$ cat src/rtl/fifo_arb_pkg.sv
// Shared types and helpers for the FIFO write-side arbiter.
package fifo_arb_pkg;

    typedef enum logic {
        IDLE  = 1'b0,
        GRANT = 1'b1
    } arb_state_t;

    // Width of a requester index; never narrower than one bit.
    function automatic int id_width(input int n);
        return (n > 1) ? $clog2(n) : 1;
    endfunction

endpackage

$ cat src/rtl/fifo_wr_arbiter_rr_pick.sv
// Combinational round-robin picker: first requester at or after last+1 (mod N_Req).
module rr_pick #(
    parameter int N_Req = 4,
    parameter int Id_W  = 2
) (
    input  logic [N_Req-1:0] req,
    input  logic [Id_W-1:0]  last,
    output logic [Id_W-1:0]  winner,
    output logic             any
);

    // Walk the rotation backwards so the closest requester after last wins.
    always_comb begin
        winner = '0;
        for (int i = N_Req; i >= 1; i--) begin
            if (req[(int'(last) + i) % N_Req]) begin
                winner = Id_W'((int'(last) + i) % N_Req);
            end
        end
    end

    assign any = |req;

endmodule

$ cat src/rtl/fifo_wr_arbiter.sv
// Round-robin write-port arbiter: bounded bursts per grant, stalls on wfull.
//
// state | meaning
// IDLE  | no grant; arbitrate among req for the next cycle
// GRANT | owner drives the FIFO write port until burst limit or req drop
module fifo_wr_arbiter
    import fifo_arb_pkg::*;
#(
    parameter int D_Size    = 8,
    parameter int N_Req     = 4,
    parameter int Max_Burst = 8
) (
    input  logic                       w_clk,
    input  logic                       w_rst,
    input  logic [N_Req-1:0]           req,
    input  logic [N_Req*D_Size-1:0]    req_data,
    input  logic                       wfull,
    output logic [N_Req-1:0]           ready,
    output logic [N_Req-1:0]           gnt,
    output logic [id_width(N_Req)-1:0] owner,
    output logic                       busy,
    output logic                       w_inc,
    output logic [D_Size-1:0]          wdata
);

    localparam int Id_W  = id_width(N_Req);
    localparam int Cnt_W = $clog2(Max_Burst + 1);
    localparam logic [Cnt_W-1:0] Last_Cnt = Cnt_W'(Max_Burst - 1);

    arb_state_t        state, state_n;
    logic [N_Req-1:0]  gnt_n;
    logic [Id_W-1:0]   owner_n;
    logic [Id_W-1:0]   last, last_n;
    logic [Cnt_W-1:0]  cnt, cnt_n;
    logic [Id_W-1:0]   pick_winner;
    logic              pick_any;
    logic              req_own;

    rr_pick #(
        .N_Req (N_Req),
        .Id_W  (Id_W)
    ) u_pick (
        .req    (req),
        .last   (last),
        .winner (pick_winner),
        .any    (pick_any)
    );

    assign busy    = (state == GRANT);
    assign req_own = req[owner];
    assign w_inc   = busy & req_own & ~wfull;
    assign ready   = gnt & {N_Req{~wfull}};

    // Write data follows the owner only while a grant is active.
    always_comb begin
        wdata = '0;
        if (busy) begin
            wdata = req_data[int'(owner)*D_Size +: D_Size];
        end
    end

    // Next-state: arbitrate in IDLE, count beats and decide release in GRANT.
    always_comb begin
        state_n = state;
        gnt_n   = gnt;
        owner_n = owner;
        last_n  = last;
        cnt_n   = cnt;
        case (state)
            IDLE: begin
                if (pick_any) begin
                    state_n            = GRANT;
                    gnt_n              = '0;
                    gnt_n[pick_winner] = 1'b1;
                    owner_n            = pick_winner;
                    last_n             = pick_winner;
                    cnt_n              = '0;
                end
            end
            GRANT: begin
                // A dropped request releases even under wfull; a full FIFO
                // on the last beat keeps the grant because no beat was taken.
                if (!req_own || (w_inc && (cnt == Last_Cnt))) begin
                    state_n = IDLE;
                    gnt_n   = '0;
                    cnt_n   = '0;
                end else if (w_inc) begin
                    cnt_n = cnt + 1'b1;
                end
            end
            default: begin
                state_n = IDLE;
                gnt_n   = '0;
                cnt_n   = '0;
            end
        endcase
    end

    // State and grant registers; reset abandons any burst in progress.
    always_ff @(posedge w_clk) begin
        if (w_rst) begin
            state <= IDLE;
            gnt   <= '0;
            owner <= '0;
            last  <= Id_W'(N_Req - 1);
            cnt   <= '0;
        end else begin
            state <= state_n;
            gnt   <= gnt_n;
            owner <= owner_n;
            last  <= last_n;
            cnt   <= cnt_n;
        end
    end

endmodule
$ cat config.mk
export PLATFORM = sky130hd
export DESIGN_NAME = fifo_wr_arbiter
export DESIGN_NICKNAME = d
export VERILOG_FILES = /design/src/rtl/fifo_arb_pkg.sv /design/src/rtl/fifo_wr_arbiter_rr_pick.sv /design/src/rtl/fifo_wr_arbiter.sv
export SDC_FILE = /design/constraint.sdc
export NUM_CORES = 1
export LEC_CHECK = 0
export ABC_AREA = 1
export CORE_MARGIN = 1.5
export CORE_UTILIZATION = 40
export CTS_CLUSTER_DIAMETER = 120
export DETAILED_ROUTE_END_ITERATION = 6
export GPL_TIMING_DRIVEN = 0
export PLACE_DENSITY = 0.81
export RECOVER_POWER = 100
export SLEW_MARGIN = 25
export SYNTH_ARGS = -nofsm -noshare
export SYNTH_HDL_FRONTEND = slang
export SYNTH_SLANG_ARGS = --single-unit
$ cat constraint.sdc
create_clock -name w_clk -period 2.2 [get_ports w_clk]
set_input_delay 0.44 -clock w_clk [delete_from_list [all_inputs] [get_ports w_clk]]
set_output_delay 0.44 -clock w_clk [all_outputs]
set_load 0.01 [all_outputs]
==> results.toml, run 1 <==
[clock_tree]
path_clk_slew_ps = 70
tritoncts = "built"
hold_buffers = 0
cts-root-buf = "clkbuf_4"
htree_levels = 1
numCtsBuffers = 3
cts_sinks = 13
clk_latency_ps = 280
cts_max_path_buffers = 2

[synth]
synth-seq-area-share_pct = 23.2
ys_ff_latch = 13
syn-mean-instance-area_um2 = 5.90
yosysTopAreaCell = "dfxtp_1"
synth_cells = 190
netlist_area_um2 = 1120
yosys_warnings = 0
synth_top_area_share_pct = 23.2
ys_types = 25
yosys-top-cells-area = "dfxtp_1 (23%), nand2_1 (14%), nor2_1 (14%)"
syn_nets = 230

[worst_hold_path]
holdPathEnd = "gnt[2]$_SDFFE_PP0P_"
holdPathStages = 2
holdCritStartpoint = "gnt[2]$_SDFFE_PP0P_"
min_path_type = "reg2reg"

[global_route]
grt_pass1_wl_um = 5650
grt_usage_pct = 22.1
grt_max_degree = 11
grt_pass1_vias = 1247
antenna_found_initial = 0
overflow = 0

[placement]
placed_cell_area_um2 = 1740
gp_congestion = 0.800
place_inst = 279
dp_hpwl_um = 2640
io_buffers = 58

[sta]
max_slew_margin_pct = 58.5
rsz0062_at_grt = "false"
fmax_ghz = 0.477
tightestPinTransition_ps = 620
fin_crit_ps = 2100
setup_viol = 0
clock_skew_ps = 10.6
hold_viol = 0
hold_ws_ps = 484
finalMaxSlewViolations = 0
fin_crit_sh_pct = 95.3

[worst_setup_path]
cp_top_family = "buffers and inverters"
cp_cell_sequence = "clkdlybuf4s50_1, nor2_1, clkdlybuf4s50_1"
crit_slowest_cell = "clkdlybuf4s50_1"
critPathRequiredTime_ps = 1760
startpoint_type = "input pin"
rrSetupSlack_ps = 520
timing.rr.end = "cnt[1]$_SDFFE_PP0P_"
crit_type = "in2out"
cp_num_buf_inv = 2
max_stage_delay_ps = 540
cp_common_cell = "clkdlybuf4s50_1"
crit_path_end_kind = "output port"
r2r_cells = 9
cp.arrival_ps = 1660
reg2reg_from = "owner[1]$_SDFFE_PP0P_"
path_max_fanout = 7

[floorplan]
coreArea_um2 = 2710
io_pins = 59
dieHeight_um = 55.9
die_x_um = 55.9
floorplan.die_area_um2 = 3130
row_count = 19
start_util_pct = 41.4

[route]
ant_nets = 0
wl_per_cell_um = 11.7
dr.pass1.iters = 4
drtIter0Drc = 50
drt-total-wl_um = 3310
vias_per_cell = 4.87
drc = 0
route.vias.total = 1384

[power_and_ir_drop]
p_int_w = 0.000694
cellPowerDensity_nw_per_um2 = 707
irDropWorstVdd_v = 0.000725
clkPwrFrac_pct = 11.6
netSwitchingFraction_pct = 43.7
p_sw_w = 0.000539
pwr-share-seq_pct = 25.3
leakage_nw = 0.804
p_comb_share_pct = 63.1
power_w = 0.00123

[cells_and_area]
design_area_um2 = 1740
multi_input_area_um2 = 708
fin_cells = 284
diodes = 0
register_area_um2 = 262
nNetsFinal = 294
drive_gt1_share_pct = 10.7
syn_to_final_growth_pct = 55.6
nFillCells = 276
final_core_util_pct = 64.4

[flow_run]
cap_violations = 0

[outcome]
status = "finished, final reports clean"
cell usage after synthesis, drive strengths merged:
cell    instances
o211ai          4
nor2           41
buf             5
nand4           3
clkbuf          1
a31oi           2
dfxtp          13
nand2          48
clkinv          1
nand3          12
ha              1
o22ai           2
a21oi          16
inv            23
o21ai          18
cell families (layout without fill, tap and decap cells):
| group | Yosys count | after routing | share of synthesized area, % |
|---|---|---|---|
| simple gates | 104 | 104 | 40.2 |
| compound gates | 42 | 42 | 23.5 |
| buf+inv | 30 | 93 | 11.9 |
| flops | 13 | 13 | 23.2 |
| fa+ha+maj | 1 | 1 | 1.12 |
power by group through the flow:
stage	Clock [W]	Sequential (W)	Combinational, W
final	0.000143	0.000312	0.000778
after global routing	0.000164	0.000318	0.000874
after CTS	0.000150	0.000314	0.000805
after detailed placement	0	0.000318	0.000816
after global placement	0	0.000318	0.000808
after floorplan	0	0.000328	0.000500
layout make-up:
cell class                 instances  share of cell area (%)
clock buffer                       4                    1.51
multi-input combinational        147                    40.6
buffer                             6                    2.80
tap                               31                    2.22
inverter                          24                    5.31
sequential                        13                    15.0
timing repair buffer              59                    32.6
layer usage:
metal | share of wire, % | track usage, %
met1 | 46 | 28.0
met2 | 48 | 38.3
met3 | 4.5 | 5.58
met4 | 0.76 | 4.42
met5 | 0 | 0
metrics by stage:
step | setup slack, ps | TNS, ps
finish | 103 | 0
global route | 10.4 | 0
CTS | 25.2 | 0
detailed placement | -306 | -573
global placement | -307 | -454
floorplan | 576 | 0
flip-flops by register name, summed over array words and instances, names as in the netlist:
name and flops:
gnt 4, last 2, owner 2, busy 1, cnt 4
worst register-to-register path, cell delays in order (launching register included):
cell and delay (ps):
dfxtp_1 350, buf_2 240, o211ai_1 180, a21oi_4 190
buf_4 140, nand2_2 60, nand2_1 110, inv_1 100
o21ai_0 150, nor2_1 60
layout by cell type (no fill, tap or decap), types with 3 or more instances in the layout:
master           netlist  routed
o21ai_0               16      17
nand2_2                7       4
nand4_1                3       3
nand3_2                4       4
nand3_1                8       8
dlygate4sd3_1          0       8
clkdlybuf4s50_1        0      41
o211ai_1               3       4
buf_6                  2       3
inv_1                 19      20
dlygate4sd2_1          0       7
nor2_1                41      41
nand2_1               41      44
clkbuf_4               0       3
dfxtp_1               13      12
a21oi_1               14      14
repair_timing:
item                       in CTS  in global routing
hold endpoints to repair        0                  0
pin swaps                       1                  0
setup endpoints to repair       9                  4
setup buffers                   1                  0
gates resized for setup        12                  5
how the worst max path moves through the flow:
| stage | slack (ps) | from | endpoint | cells past startpoint |
|---|---|---|---|---|
| 3_5_place_dp | -310 | req[1] | w_inc | 8 |
| 6_report | 100 | wfull | ready[2] | 3 |
| 2_1_floorplan | 580 | owner[0]$_SDFFE_PP0P_ | wdata[6] | 6 |
| 5_1_grt | 10 | wfull | ready[2] | 3 |
| 4_1_cts | 30 | req[3] | w_inc | 8 |
| 3_3_place_gp | -310 | req[1] | w_inc | 8 |
Note: power is estimated with default switching activity, not from simulation.
==> run 2, diff against run 1 <==
--- a/config.mk
+++ b/config.mk
@@ -7,13 +7,13 @@
 export LEC_CHECK = 0
 export ABC_AREA = 1
 export CORE_MARGIN = 1.5
-export CORE_UTILIZATION = 40
+export CORE_UTILIZATION = 42
 export CTS_CLUSTER_DIAMETER = 120
 export DETAILED_ROUTE_END_ITERATION = 6
 export GPL_TIMING_DRIVEN = 0
-export PLACE_DENSITY = 0.81
+export PLACE_DENSITY = 0.85
 export RECOVER_POWER = 100
-export SLEW_MARGIN = 25
+export SLEW_MARGIN = 10
 export SYNTH_ARGS = -nofsm -noshare
 export SYNTH_HDL_FRONTEND = slang
 export SYNTH_SLANG_ARGS = --single-unit
==> results.toml, run 2 (same netlist as run 1, synthesis figures left out) <==
[floorplan]
dieHeight_um = 54.7
start_util_pct = 44.8
row_count = 18
die_x_um = 54.7
floorplan.die_area_um2 = 2990
io_pins = 59
coreArea_um2 = 2500

[worst_setup_path]
critPathRequiredTime_ps = 1760
cp.arrival_ps = 1620
path_max_fanout = 10
reg2reg_from = "owner[1]$_SDFFE_PP0P_"
rrSetupSlack_ps = 610
cp_common_cell = "nor2_1"
crit_slowest_cell = "dfxtp_2"
max_stage_delay_ps = 370
crit_path_end_kind = "output port"
cp_top_family = "buffers and inverters"
crit_type = "reg2out"
cp_num_buf_inv = 3
timing.rr.end = "gnt[0]$_SDFFE_PP0P_"
r2r_cells = 8
cp_cell_sequence = "buf_6, buf_4, nor2_1, nor2_1, o21ai_0, a21oi_1, dlygate4sd2_1"
startpoint_type = "flop"

[cells_and_area]
diodes = 0
layout_common_cells = "nand2_1 (45), nor2_1 (41), clkdlybuf4s50_1 (36)"
drive_gt1_share_pct = 10.7
nFillCells = 226
layout_commonest_cell = "nand2_1"
top_regs = "cnt x4, gnt x4"
syn_to_final_growth_pct = 55.1
nNetsFinal = 294

[clock_tree]
path_clk_slew_ps = 80
htree_levels = 1
cts_sinks = 13
clk_latency_ps = 280
numCtsBuffers = 3
cts_max_path_buffers = 2
hold_buffers = 0
tritoncts = "built"
cts-root-buf = "clkbuf_4"

[sta]
setup_slack_ps = 140
max_slew_margin_pct = 56.1
clock_skew_ps = 1.83
setup_viol = 0
hold_viol = 0
fin_crit_sh_pct = 93.6
tightestPinTransition_ps = 655
fin_setup_tns_ps = 0
fmax_ghz = 0.485
hold_ws_ps = 478
rsz0062_at_grt = "false"
finalMaxSlewViolations = 0
fin_crit_ps = 2060

[global_route]
grt_max_degree = 11
antenna_found_initial = 0
grt_pass1_vias = 1140
grt_pass1_wl_um = 5300
overflow = 0
grt_usage_pct = 24.1

[route]
drt-total-wl_um = 3550
route.vias.total = 1399
drtIter0Drc = 29
ant_nets = 0
vias_per_cell = 4.94
drc = 0
wl_per_cell_um = 12.5
dr.pass1.iters = 7

[power_and_ir_drop]
power_w = 0.00124
leakage_nw = 0.831
p_comb_share_pct = 62.6
irDropWorstVdd_v = 0.000661
netSwitchingFraction_pct = 44.5
p_int_w = 0.000687
clkPwrFrac_pct = 12.3
cellPowerDensity_nw_per_um2 = 712
pwr-share-seq_pct = 25.1
p_sw_w = 0.000551

[worst_hold_path]
min_path_type = "reg2reg"
holdCritStartpoint = "cnt[3]$_SDFFE_PP0P_"
holdPathStages = 2
holdPathEnd = "cnt[3]$_SDFFE_PP0P_"

[placement]
dp_hpwl_um = 2810
io_buffers = 58
gp_congestion = 0.820
dpl_worst_slack_ps = -353

[flow_run]
cap_violations = 0

[outcome]
status = "finished, final reports clean"
run 2: cell count changes in the layout (fill, tap and decap cells not counted), sizes merged:
cell           before  now
dlygate4sd3         8   12
dlygate4sd2         7    8
clkdlybuf4s50      41   36
dlymetal6s2s        0    1
clkbuf              7    6
run 2: worst register-to-register path, cell delays in order (launching register included):
cell      delay, ps
dfxtp_1         340
buf_2           240
o211ai_2        160
a21oi_4         180
buf_4           140
nand2_2          50
nand2_2          80
nand2_1         160
o22ai_1         180
run 2: metrics by stage:
stage	instance area, um^2	cells	utilization [%]
floorplan	1120	190	-
global placement	1740	278	69.6
detailed placement	1740	278	69.6
CTS	1770	283	70.7
global route	1740	283	69.6
finish	1740	283	69.6
run 2: timing repair:
action,in CTS,in global routing
pin swaps,1,0
setup endpoints to repair,9,4
buffers inserted,1,0
gates resized for setup,12,4
run 2: power by group through the flow:
stage	Sequential [W]	Clock, W	Combinational, W
final	0.000311	0.000152	0.000775
after CTS	0.000314	0.000152	0.000813
after floorplan	0.000328	0	0.000500
after global placement	0.000317	0	0.000812
after global routing	0.000318	0.000162	0.000867
after detailed placement	0.000317	0	0.000822
run 2: layout make-up:
cell class	instances	area, um^2	area share, %
multi-input cells	147	701	40.3
repair buffers	59	576	33.1
flip-flops and latches	13	262	15.0
inverters	24	92.6	5.32
plain buffers	6	45.0	2.59
well taps	30	37.5	2.16
clock buffers	4	26.3	1.51
run 2: how the worst max path moves through the flow:
stage                          start       end  slack, ps  cells after the start
2_1_floorplan  owner[0]$_SDFFE_PP0P_  wdata[6]        580                      6
3_3_place_gp                  req[1]     w_inc       -330                      8
3_5_place_dp                  req[0]     w_inc       -350                      8
4_1_cts                       req[0]     w_inc          4                      8
5_1_grt        owner[0]$_SDFFE_PP0P_  wdata[4]         30                      7
6_report       owner[0]$_SDFFE_PP0P_  wdata[3]        140                      7
run 2: per-layer routing:
metal	global-route usage (%)	up-vias	share of wire, %
met1	29.9	617	43
met2	42.7	39	48
met4	2.50	0	0.59
met3	6.28	3	8.6
met5	0	-	0
li1	-	740	-
